### src/rtl/nonogram_frame_parser.sv
`default_nettype none
// +----------------------------------------------------------------------------+
// | nonogram_frame_parser                                                       |
// | Parses framed nonogram clue streams from the UART into the clue RAM.        |
// | Revision: 1.0                                                               |
// +----------------------------------------------------------------------------+
module nonogram_frame_parser #(
   parameter int          MAX_DIM        = 15,
   parameter int          MAX_CLUES      = 8,
   parameter int          TIMEOUT_CYCLES = 5_000_000,
   parameter logic [7:0]  SOF_BYTE       = 8'hAA,
   localparam int         ADDR_W         = $clog2(2*MAX_DIM*(MAX_CLUES+1))
) (
   input  logic              clk,
   input  logic              rst,
   input  logic              axiiv,
   input  logic [7:0]        axiid,
   output logic              wr_en,
   output logic [ADDR_W-1:0] wr_addr,
   output logic [7:0]        wr_data,
   output logic [3:0]        rows,
   output logic [3:0]        cols,
   output logic              puzzle_valid,
   output logic              frame_done,
   output logic              frame_err,
   output logic [2:0]        err_code,
   output logic              busy
);

   localparam int STRIDE = MAX_CLUES + 1;
   localparam int TMO_W  = $clog2(TIMEOUT_CYCLES + 1);

   typedef enum logic [2:0] {
      S_IDLE = 3'd0,
      S_ROWS = 3'd1,
      S_COLS = 3'd2,
      S_LEN  = 3'd3,
      S_CLUE = 3'd4,
      S_CHK  = 3'd5
   } state_t;

   state_t            state_q, state_d;
   logic [7:0]        chk_q, chk_d;
   logic [7:0]        line_q, line_d;
   logic [7:0]        len_q, len_d;
   logic [7:0]        idx_q, idx_d;
   logic [TMO_W-1:0]  tmo_q, tmo_d;
   logic [3:0]        rows_q, rows_d;
   logic [3:0]        cols_q, cols_d;
   logic              pv_q, pv_d;
   logic              done_q, done_d;
   logic              err_q, err_d;
   logic [2:0]        err_code_q, err_code_d;
   logic              wr_en_q, wr_en_d;
   logic [ADDR_W-1:0] wr_addr_q, wr_addr_d;
   logic [7:0]        wr_data_q, wr_data_d;

   logic [7:0]        last_line_idx;
   logic              last_line;
   logic [7:0]        clue_max;
   logic [ADDR_W-1:0] line_base;
   logic              dim_bad;

   assign last_line_idx = {4'd0, rows_q} + {4'd0, cols_q} - 8'd1;
   assign last_line     = (line_q == last_line_idx);
   // Row clues are bounded by the column count and vice versa.
   assign clue_max      = (line_q < {4'd0, rows_q}) ? {4'd0, cols_q} : {4'd0, rows_q};
   assign line_base     = ADDR_W'(line_q) * ADDR_W'(STRIDE);
   assign dim_bad       = (axiid == 8'd0) || (axiid > 8'(MAX_DIM));

   always_comb begin
      state_d    = state_q;
      chk_d      = chk_q;
      line_d     = line_q;
      len_d      = len_q;
      idx_d      = idx_q;
      rows_d     = rows_q;
      cols_d     = cols_q;
      pv_d       = pv_q;
      err_code_d = err_code_q;
      wr_addr_d  = wr_addr_q;
      wr_data_d  = wr_data_q;
      wr_en_d    = 1'b0;
      done_d     = 1'b0;
      err_d      = 1'b0;
      tmo_d      = (state_q == S_IDLE || axiiv) ? '0 : tmo_q + 1'b1;

      if (state_q != S_IDLE && !axiiv && tmo_q == TMO_W'(TIMEOUT_CYCLES - 1)) begin
         state_d    = S_IDLE;
         err_d      = 1'b1;
         err_code_d = 3'd5;
         tmo_d      = '0;
      end else if (axiiv) begin
         if (state_q != S_IDLE) chk_d = chk_q ^ axiid;
         case (state_q)
            S_IDLE: begin
               if (axiid == SOF_BYTE) begin
                  state_d    = S_ROWS;
                  chk_d      = 8'd0;
                  pv_d       = 1'b0;
                  err_code_d = 3'd0;
                  line_d     = 8'd0;
               end
            end
            S_ROWS: begin
               if (dim_bad) begin
                  state_d    = S_IDLE;
                  err_d      = 1'b1;
                  err_code_d = 3'd1;
               end else begin
                  rows_d  = axiid[3:0];
                  state_d = S_COLS;
               end
            end
            S_COLS: begin
               if (dim_bad) begin
                  state_d    = S_IDLE;
                  err_d      = 1'b1;
                  err_code_d = 3'd1;
               end else begin
                  cols_d  = axiid[3:0];
                  line_d  = 8'd0;
                  state_d = S_LEN;
               end
            end
            S_LEN: begin
               if (axiid > 8'(MAX_CLUES)) begin
                  state_d    = S_IDLE;
                  err_d      = 1'b1;
                  err_code_d = 3'd2;
               end else begin
                  wr_en_d   = 1'b1;
                  wr_addr_d = line_base;
                  wr_data_d = axiid;
                  len_d     = axiid;
                  idx_d     = 8'd0;
                  if (axiid != 8'd0)  state_d = S_CLUE;
                  else if (last_line) state_d = S_CHK;
                  else                line_d  = line_q + 8'd1;
               end
            end
            S_CLUE: begin
               if (axiid == 8'd0 || axiid > clue_max) begin
                  state_d    = S_IDLE;
                  err_d      = 1'b1;
                  err_code_d = 3'd3;
               end else begin
                  wr_en_d   = 1'b1;
                  wr_addr_d = line_base + ADDR_W'(idx_q) + ADDR_W'(1);
                  wr_data_d = axiid;
                  if (idx_q == len_q - 8'd1) begin
                     if (last_line) begin
                        state_d = S_CHK;
                     end else begin
                        state_d = S_LEN;
                        line_d  = line_q + 8'd1;
                     end
                  end else begin
                     idx_d = idx_q + 8'd1;
                  end
               end
            end
            S_CHK: begin
               state_d = S_IDLE;
               if (axiid == chk_q) begin
                  done_d = 1'b1;
                  pv_d   = 1'b1;
               end else begin
                  err_d      = 1'b1;
                  err_code_d = 3'd4;
               end
            end
            default: state_d = S_IDLE;
         endcase
      end
   end

   always_ff @(posedge clk) begin
      if (rst) begin
         state_q    <= S_IDLE;
         chk_q      <= 8'd0;
         line_q     <= 8'd0;
         len_q      <= 8'd0;
         idx_q      <= 8'd0;
         tmo_q      <= '0;
         rows_q     <= 4'd0;
         cols_q     <= 4'd0;
         pv_q       <= 1'b0;
         done_q     <= 1'b0;
         err_q      <= 1'b0;
         err_code_q <= 3'd0;
         wr_en_q    <= 1'b0;
         wr_addr_q  <= '0;
         wr_data_q  <= 8'd0;
      end else begin
         state_q    <= state_d;
         chk_q      <= chk_d;
         line_q     <= line_d;
         len_q      <= len_d;
         idx_q      <= idx_d;
         tmo_q      <= tmo_d;
         rows_q     <= rows_d;
         cols_q     <= cols_d;
         pv_q       <= pv_d;
         done_q     <= done_d;
         err_q      <= err_d;
         err_code_q <= err_code_d;
         wr_en_q    <= wr_en_d;
         wr_addr_q  <= wr_addr_d;
         wr_data_q  <= wr_data_d;
      end
   end

   assign wr_en        = wr_en_q;
   assign wr_addr      = wr_addr_q;
   assign wr_data      = wr_data_q;
   assign rows         = rows_q;
   assign cols         = cols_q;
   assign puzzle_valid = pv_q;
   assign frame_done   = done_q;
   assign frame_err    = err_q;
   assign err_code     = err_code_q;
   assign busy         = (state_q != S_IDLE);

endmodule
`default_nettype wire

### config.mk
export PLATFORM = sky130hd
export DESIGN_NAME = nonogram_frame_parser
export DESIGN_NICKNAME = d
export VERILOG_FILES = /design/src/rtl/nonogram_frame_parser.sv
export SDC_FILE = /design/constraint.sdc
export NUM_CORES = 1
export LEC_CHECK = 0
export BUFFER_PORTS_ARGS = -buffer_cell sky130_fd_sc_hd__clkbuf_2
export CELL_PAD_IN_SITES_DETAIL_PLACEMENT = 1
export CELL_PAD_IN_SITES_GLOBAL_PLACEMENT = 2
export CORE_ASPECT_RATIO = 1.5
export CORE_MARGIN = 1.5
export CORE_UTILIZATION = 35
export DETAILED_ROUTE_END_ITERATION = 7
export GPL_ROUTABILITY_DRIVEN = 0
export PLACE_DENSITY_LB_ADDON = 0.1
export SETUP_SLACK_MARGIN = 0.5
export SLEW_MARGIN = 20
export SYNTH_ARGS = -nofsm -noshare
export SYNTH_HDL_FRONTEND = slang
export SYNTH_SLANG_ARGS = --single-unit
### constraint.sdc
create_clock -name clk -period 5.5 [get_ports clk]
set_clock_uncertainty 0.05 [all_clocks]
set_input_delay 1.1 -clock clk [delete_from_list [all_inputs] [get_ports clk]]
set_output_delay 1.1 -clock clk [all_outputs]
set_load 0.005 [all_outputs]
## Word-level counts from Yosys, hierarchy flattened

Cells that the tools add are included.

| word-level totals | value |
|---|---|
| register bits after elaboration | 90 |
| input bits | 11 |
| output and inout port bits | 33 |
| logic and storage cells | 150 |

| cells by class | value |
|---|---|
| $add $sub $neg | 8 |
| multipliers | 1 |
| order comparisons | 4 |
| equality and inequality tests | 29 |
| multiplexer cells | 54 |
| bitwise logic cells | 6 |
| reduce and logical (&&, ||, !) cells | 32 |

Operators with widths:

| cell | number |
|---|---|
| $mux 8 | 15 |
| $mux 3 | 14 |
| $pmux 8 s2 | 2 |
| $pmux 8 s4 | 1 |
| $pmux 3 s5 | 2 |
| $eq 8x8->1 | 3 |
| $add 23x1->23 const B | 1 |
| $eq 23x23->1 const B | 1 |
| $ne 2x2->1 const B | 10 |
| $mux 9 | 2 |
| $pmux 9 s2 | 1 |
| $add 8x1->8 const B | 2 |
| $gt 8x4->1 const B | 2 |
| $reduce_and 4->1 | 4 |
| $reduce_and 7->1 | 2 |
| $ne 3x3->1 const B | 4 |
| $mux 1 | 11 |
| $reduce_and 5->1 | 2 |
| $add 9x1->9 const B | 1 |
| $add 9x8->9 | 1 |
| $mul 8x4->9 const B | 1 |
| $reduce_and 9->1 | 1 |
| $eq 8x8->1 const B | 1 |
| $gt 8x4->1 | 1 |
| 32 further kinds | 49 |

## Longest topological paths before layout

| depth | value |
|---|---|
| depth after elaboration | 8 |
| depth in mapped cells | 17 |
| depth with buffers taken out | 16 |

## Worst setup path after synthesis

OpenSTA, ideal clock, no wires.

| timing | value |
|---|---|
| path kind | reg2reg |
| from | register line_q[1] |
| to | register wr_addr_q[7] (netlist: wr_addr[7]) |
| arrival | 3.795 ns |
| required time | 5.319 ns |
| setup slack | 1.524 ns |
| cell stages (with the launch flop) | 16 |
| buffers on the path | 2 |
| clock period less this slack | 3.976 ns |
| path through | dfxtp_1 ha_1 a21boi_0 o21ai_0 nand2b_1 a2111oi_1 a21oi_1 ha_1 a21oi_1 nand3b_1 a211oi_4 o21ai_1 buf_2 clkbuf_1 a31oi_1 o41ai_1 |

| between the ends | value |
|---|---|
| longest elaborated chain between the ends | 6 |
| elaborated cells between the ends (all ways) | 12 |

RTL lines:

| what | RTL line | source |
|---|---|---|
| start, declared | 44 | `logic [7:0] line_q, line_d;` |
| start signal, assigned | 198 | `line_q <= line_d;` |
| branches (longest 6 deep; another with $mul 8x4->9) | n/a |  |
| end signal, assigned | 209 | `wr_addr_q <= wr_addr_d;` |
| end, declared | 55 | `logic [ADDR_W-1:0] wr_addr_q, wr_addr_d;` |

Several ways; the timed one is not identified. The select of a mux whose other input is x is not followed.
A chain may end at the register's enable or synchronous reset.

## Worst setup path in the final report

| timing | value |
|---|---|
| from | register line_q[1] |
| to | register idx_q[7] |

| between the ends | value |
|---|---|
| longest elaborated chain between the ends | 6 |

RTL lines:

| what | RTL line | source |
|---|---|---|
| $lt 8x4->1 | 67 | `assign clue_max = (line_q < {4'd0, rows_q}) ? {4'd0, cols_q} : {4'd0, rows_q};` |
| $mux 4 | 67 |  |
| $gt 8x4->1 | 143 | `if (axiid == 8'd0 \|\| axiid > clue_max) begin` |
| $logic_or 1x1->1 | 143 |  |
| $ne 2x2->1 (no line) | n/a |  |
| $reduce_and 6->1 (no line) | n/a |  |
| end signal, assigned | 200 | `idx_q <= idx_d;` |
| end, declared | 46 | `logic [7:0] idx_q, idx_d;` |

No other way between the ends.

==> flow_metrics.tcl <==
set metrics [dict create \
    grt.total_usage 0.199 \
    synth.most_common_cell "dfxtp_1" \
    ctsHoldBuffers 0 \
    ys_seq_elements 90 \
    synth_commonest_cells "90 x dfxtp_1, 69 x nor2_1, 50 x a21oi_1" \
    ir_drop_mv 0.103 \
    worst_setup_path_start_kind "flop" \
    fin_ws_ps 1400 \
    worstSkewPairLatency_ps 350 \
    yosys_warnings 0 \
    crit_family "compound AO/OA/AOI/OAI gates" \
    r2r_start "line_q[1]" \
    synth_edf_count 0 \
    num_vias 4884 \
    yosys.area.top_type_share 0.332 \
    finalSetupViolCount 0 \
    ant_nets 0 \
    drtIter0Drc 95 \
    die_w_um 105 \
    drv_slew 0 \
    syn2layout_area_growth_pct 12.1 \
    crit_path_max_incr_delay_ps 560 \
    first_pass_iters 4 \
    multi_input_area_um2 3350 \
    worstSetupStartpoint "line_q[1]" \
    leakage_uw 0.00230 \
    synthArstFlopShare 0 \
    p_int_uw 1050 \
    die_y_um 155 \
    synth.area.mux_share 0.0132 \
    clk_pin_slew_worst_paths_ps 70 \
    io_buffer_count 43 \
    crit_buf_inv 1 \
    antenna_cells 0 \
    period_needed_ps 4100 \
    final_nets 724 \
    grt_overflow 0 \
    worst_pin_slew_ps 824 \
    die_area_um2 16300 \
    ys_seq_area_frac 0.332 \
    p_sw_uw 382 \
    clock.fmax_ghz 0.244 \
    synthSimpleGateAreaFrac 0.246 \
    core-area_um2 15100 \
    cts_made_buffers 9 \
    h-tree-depth 3 \
    synth.largest_area_cell "dfxtp_1" \
    slew_headroom 0.449 \
    crit_top_cell "a21oi_1" \
    wirelength_um 15500 \
    fillerInstances 1862 \
    synthesis.instances 646 \
    synth_area_um2 5420 \
    grt_max_degree 52 \
    dp_hpwl_um 11400 \
    rsz0062_at_grt "false" \
    min_path_type "flop to flop" \
    period_share 0.745 \
    routed_via_density 5.56 \
    synth.net_count 695 \
    critical-path-slowest-cell "dfxtp_1" \
    hold_viol_final 0 \
    pwr-share-comb 0.082 \
    p_clk_frac 0.451 \
    synthAdderAreaFrac 0.0919 \
    power_frac_seq 0.467 \
    pre_cts_ws_ps 1370 \
    status "finished, final reports clean" \
    clock-root-buffer "clkbuf_16" \
    cts_tree "done" \
    synth_top_flop_cell "dfxtp_1" \
    numClockSinks 90 \
    crit_fanout 17 \
    path_cells "ha_1 > a21boi_0 > o21ai_0 > nand2b_1 > a2111oi_1 > buf_4 > nor2_1 > a21oi_1 > ha_1 > a21oi_1 > nand3b_1 > a211oi_4 > o21a_4 > o21ai_2 > or3_1 > a21oi_1" \
    post_cts_buffers 0 \
    grt_pass1_wl_um 25700 \
    timing.hold.ws_ps 405 \
    setup-tns-final_ps 0 \
    power_density_nw_per_um2 236 \
    register_area_um2 1800 \
    min_from "wr_addr[0]" \
    avgSynthCellArea_um2 8.39 \
    cp.arrival_ps 4330 \
    grt_pass1_vias 5069 \
    wl_per_cell_um 17.6 \
    worstPathRequired_ps 5730 \
    synthXorXnorAreaFrac 0.0905 \
    drive_above_1_share 0.126 \
    path_class "flop to flop" \
    antenna_found_initial 0 \
    switching_share 0.266 \
    cts_resized 0 \
    clockBufferDepth 2 \
    rows 55 \
    drcViolationCount 0 \
    synth_top_family_by_area "simple AND/OR/NAND/NOR gates" \
    initial_core_util 0.358 \
    io_pins 44 \
    ys_top_cells_by_area "dfxtp_1 33%, ha_1 8.1%, xnor2_1 4.8%" \
    endpoint_kind "flop" \
    synth_compound_area_frac 0.175 \
    cap_violations 0 \
    synth_cell_types 74 \
]
## tightest hold or removal path, delay by kind of cell, from the launching register on
kind | cells | cell delay [ps]
AO/OA/AOI/OAI | 1 | 50
flip-flops | 1 | 310
AND/OR/NAND/NOR | 1 | 50
## placed cells by master, fill, tap and decap left out, drive strengths merged, types with 7 or more instances in the layout
cell type	synthesis	final
a211oi	10	10
a21o	7	7
a21oi	50	50
and2	9	9
and3	13	13
clkbuf	19	52
dfxtp	90	90
ha	35	35
inv	37	38
nand2	45	45
nand3	30	30
nand3b	10	10
nand4	12	12
nor2	69	69
nor3	19	19
o21ai	31	31
or3	12	12
xnor2	30	30
xor2	26	26
## power groups by stage
stage / Combinational (uW) / Clock, uW / Sequential (uW)
3_5_place_dp: 119 / 0 / 684
6_report: 117 / 647 / 669
3_3_place_gp: 116 / 0 / 683
2_1_floorplan: 86.3 / 0 / 678
5_1_grt: 131 / 685 / 670
4_1_cts: 119 / 665 / 668
## per-stage QoR
| stage | power [uW] | util | instances | instance area (um^2) |
|---|---|---|---|---|
| 2_1_floorplan | 765 | - | 646 | 5420 |
| 3_3_place_gp | 799 | 0.381 | 863 | 5770 |
| 3_5_place_dp | 802 | 0.381 | 863 | 5770 |
| 4_1_cts | 1450 | 0.401 | 879 | 6080 |
| 5_1_grt | 1490 | 0.401 | 879 | 6080 |
| 6_report | 1430 | 0.401 | 879 | 6080 |
## kinds of logic (layout without fill, tap and decap cells)
kind of cell | Yosys count | after routing
buffers and inverters | 65 | 99
AND/OR/NAND/NOR | 250 | 250
multiplexers | 7 | 7
adder cells (fa/ha/maj) | 38 | 38
flip-flops | 90 | 90
AO/OA/AOI/OAI | 140 | 140
XOR/XNOR | 56 | 56
## layout make-up
class | count | area share
tap | 199 | 0.0410
clock inverter | 7 | 0.0128
inverter | 37 | 0.0229
clock buffer | 9 | 0.0371
sequential | 90 | 0.296
timing repair buffer | 46 | 0.0391
multi-input combinational | 491 | 0.551
## metal layers
| metal | global-route usage | wire (um) |
|---|---|---|
| met1 | 0.231 | 6650 |
| met2 | 0.363 | 8080 |
| met3 | 0.0276 | 353 |
| met4 | 0.0848 | 420 |
| met5 | 0 | 0 |
## path summary, 6_finish.rpt
| check | endpoint | slack [ps] | cells past startpoint |
|---|---|---|---|
| max reg2reg | idx_q[7] | 1400 | 16 |
| min | wr_addr[0] | 400 | 2 |
| min reg2reg | wr_addr[0] | 400 | 2 |
| max | idx_q[7] | 1400 | 16 |
## state kept, by name, summed over array words and instances, names as in the netlist
| register | cells |
|---|---|
| wr_data | 8 |
| wr_en | 1 |
| cols | 4 |
| idx_q | 8 |
| rows | 4 |
| err_code | 3 |
| state_q | 3 |
| len_q | 8 |
| wr_addr | 9 |
| line_q | 8 |
| frame_done | 1 |
| puzzle_valid | 1 |
| tmo_q | 23 |
| chk_q | 8 |
| frame_err | 1 |
No activity file was read; power rests on OpenSTA's default activity.
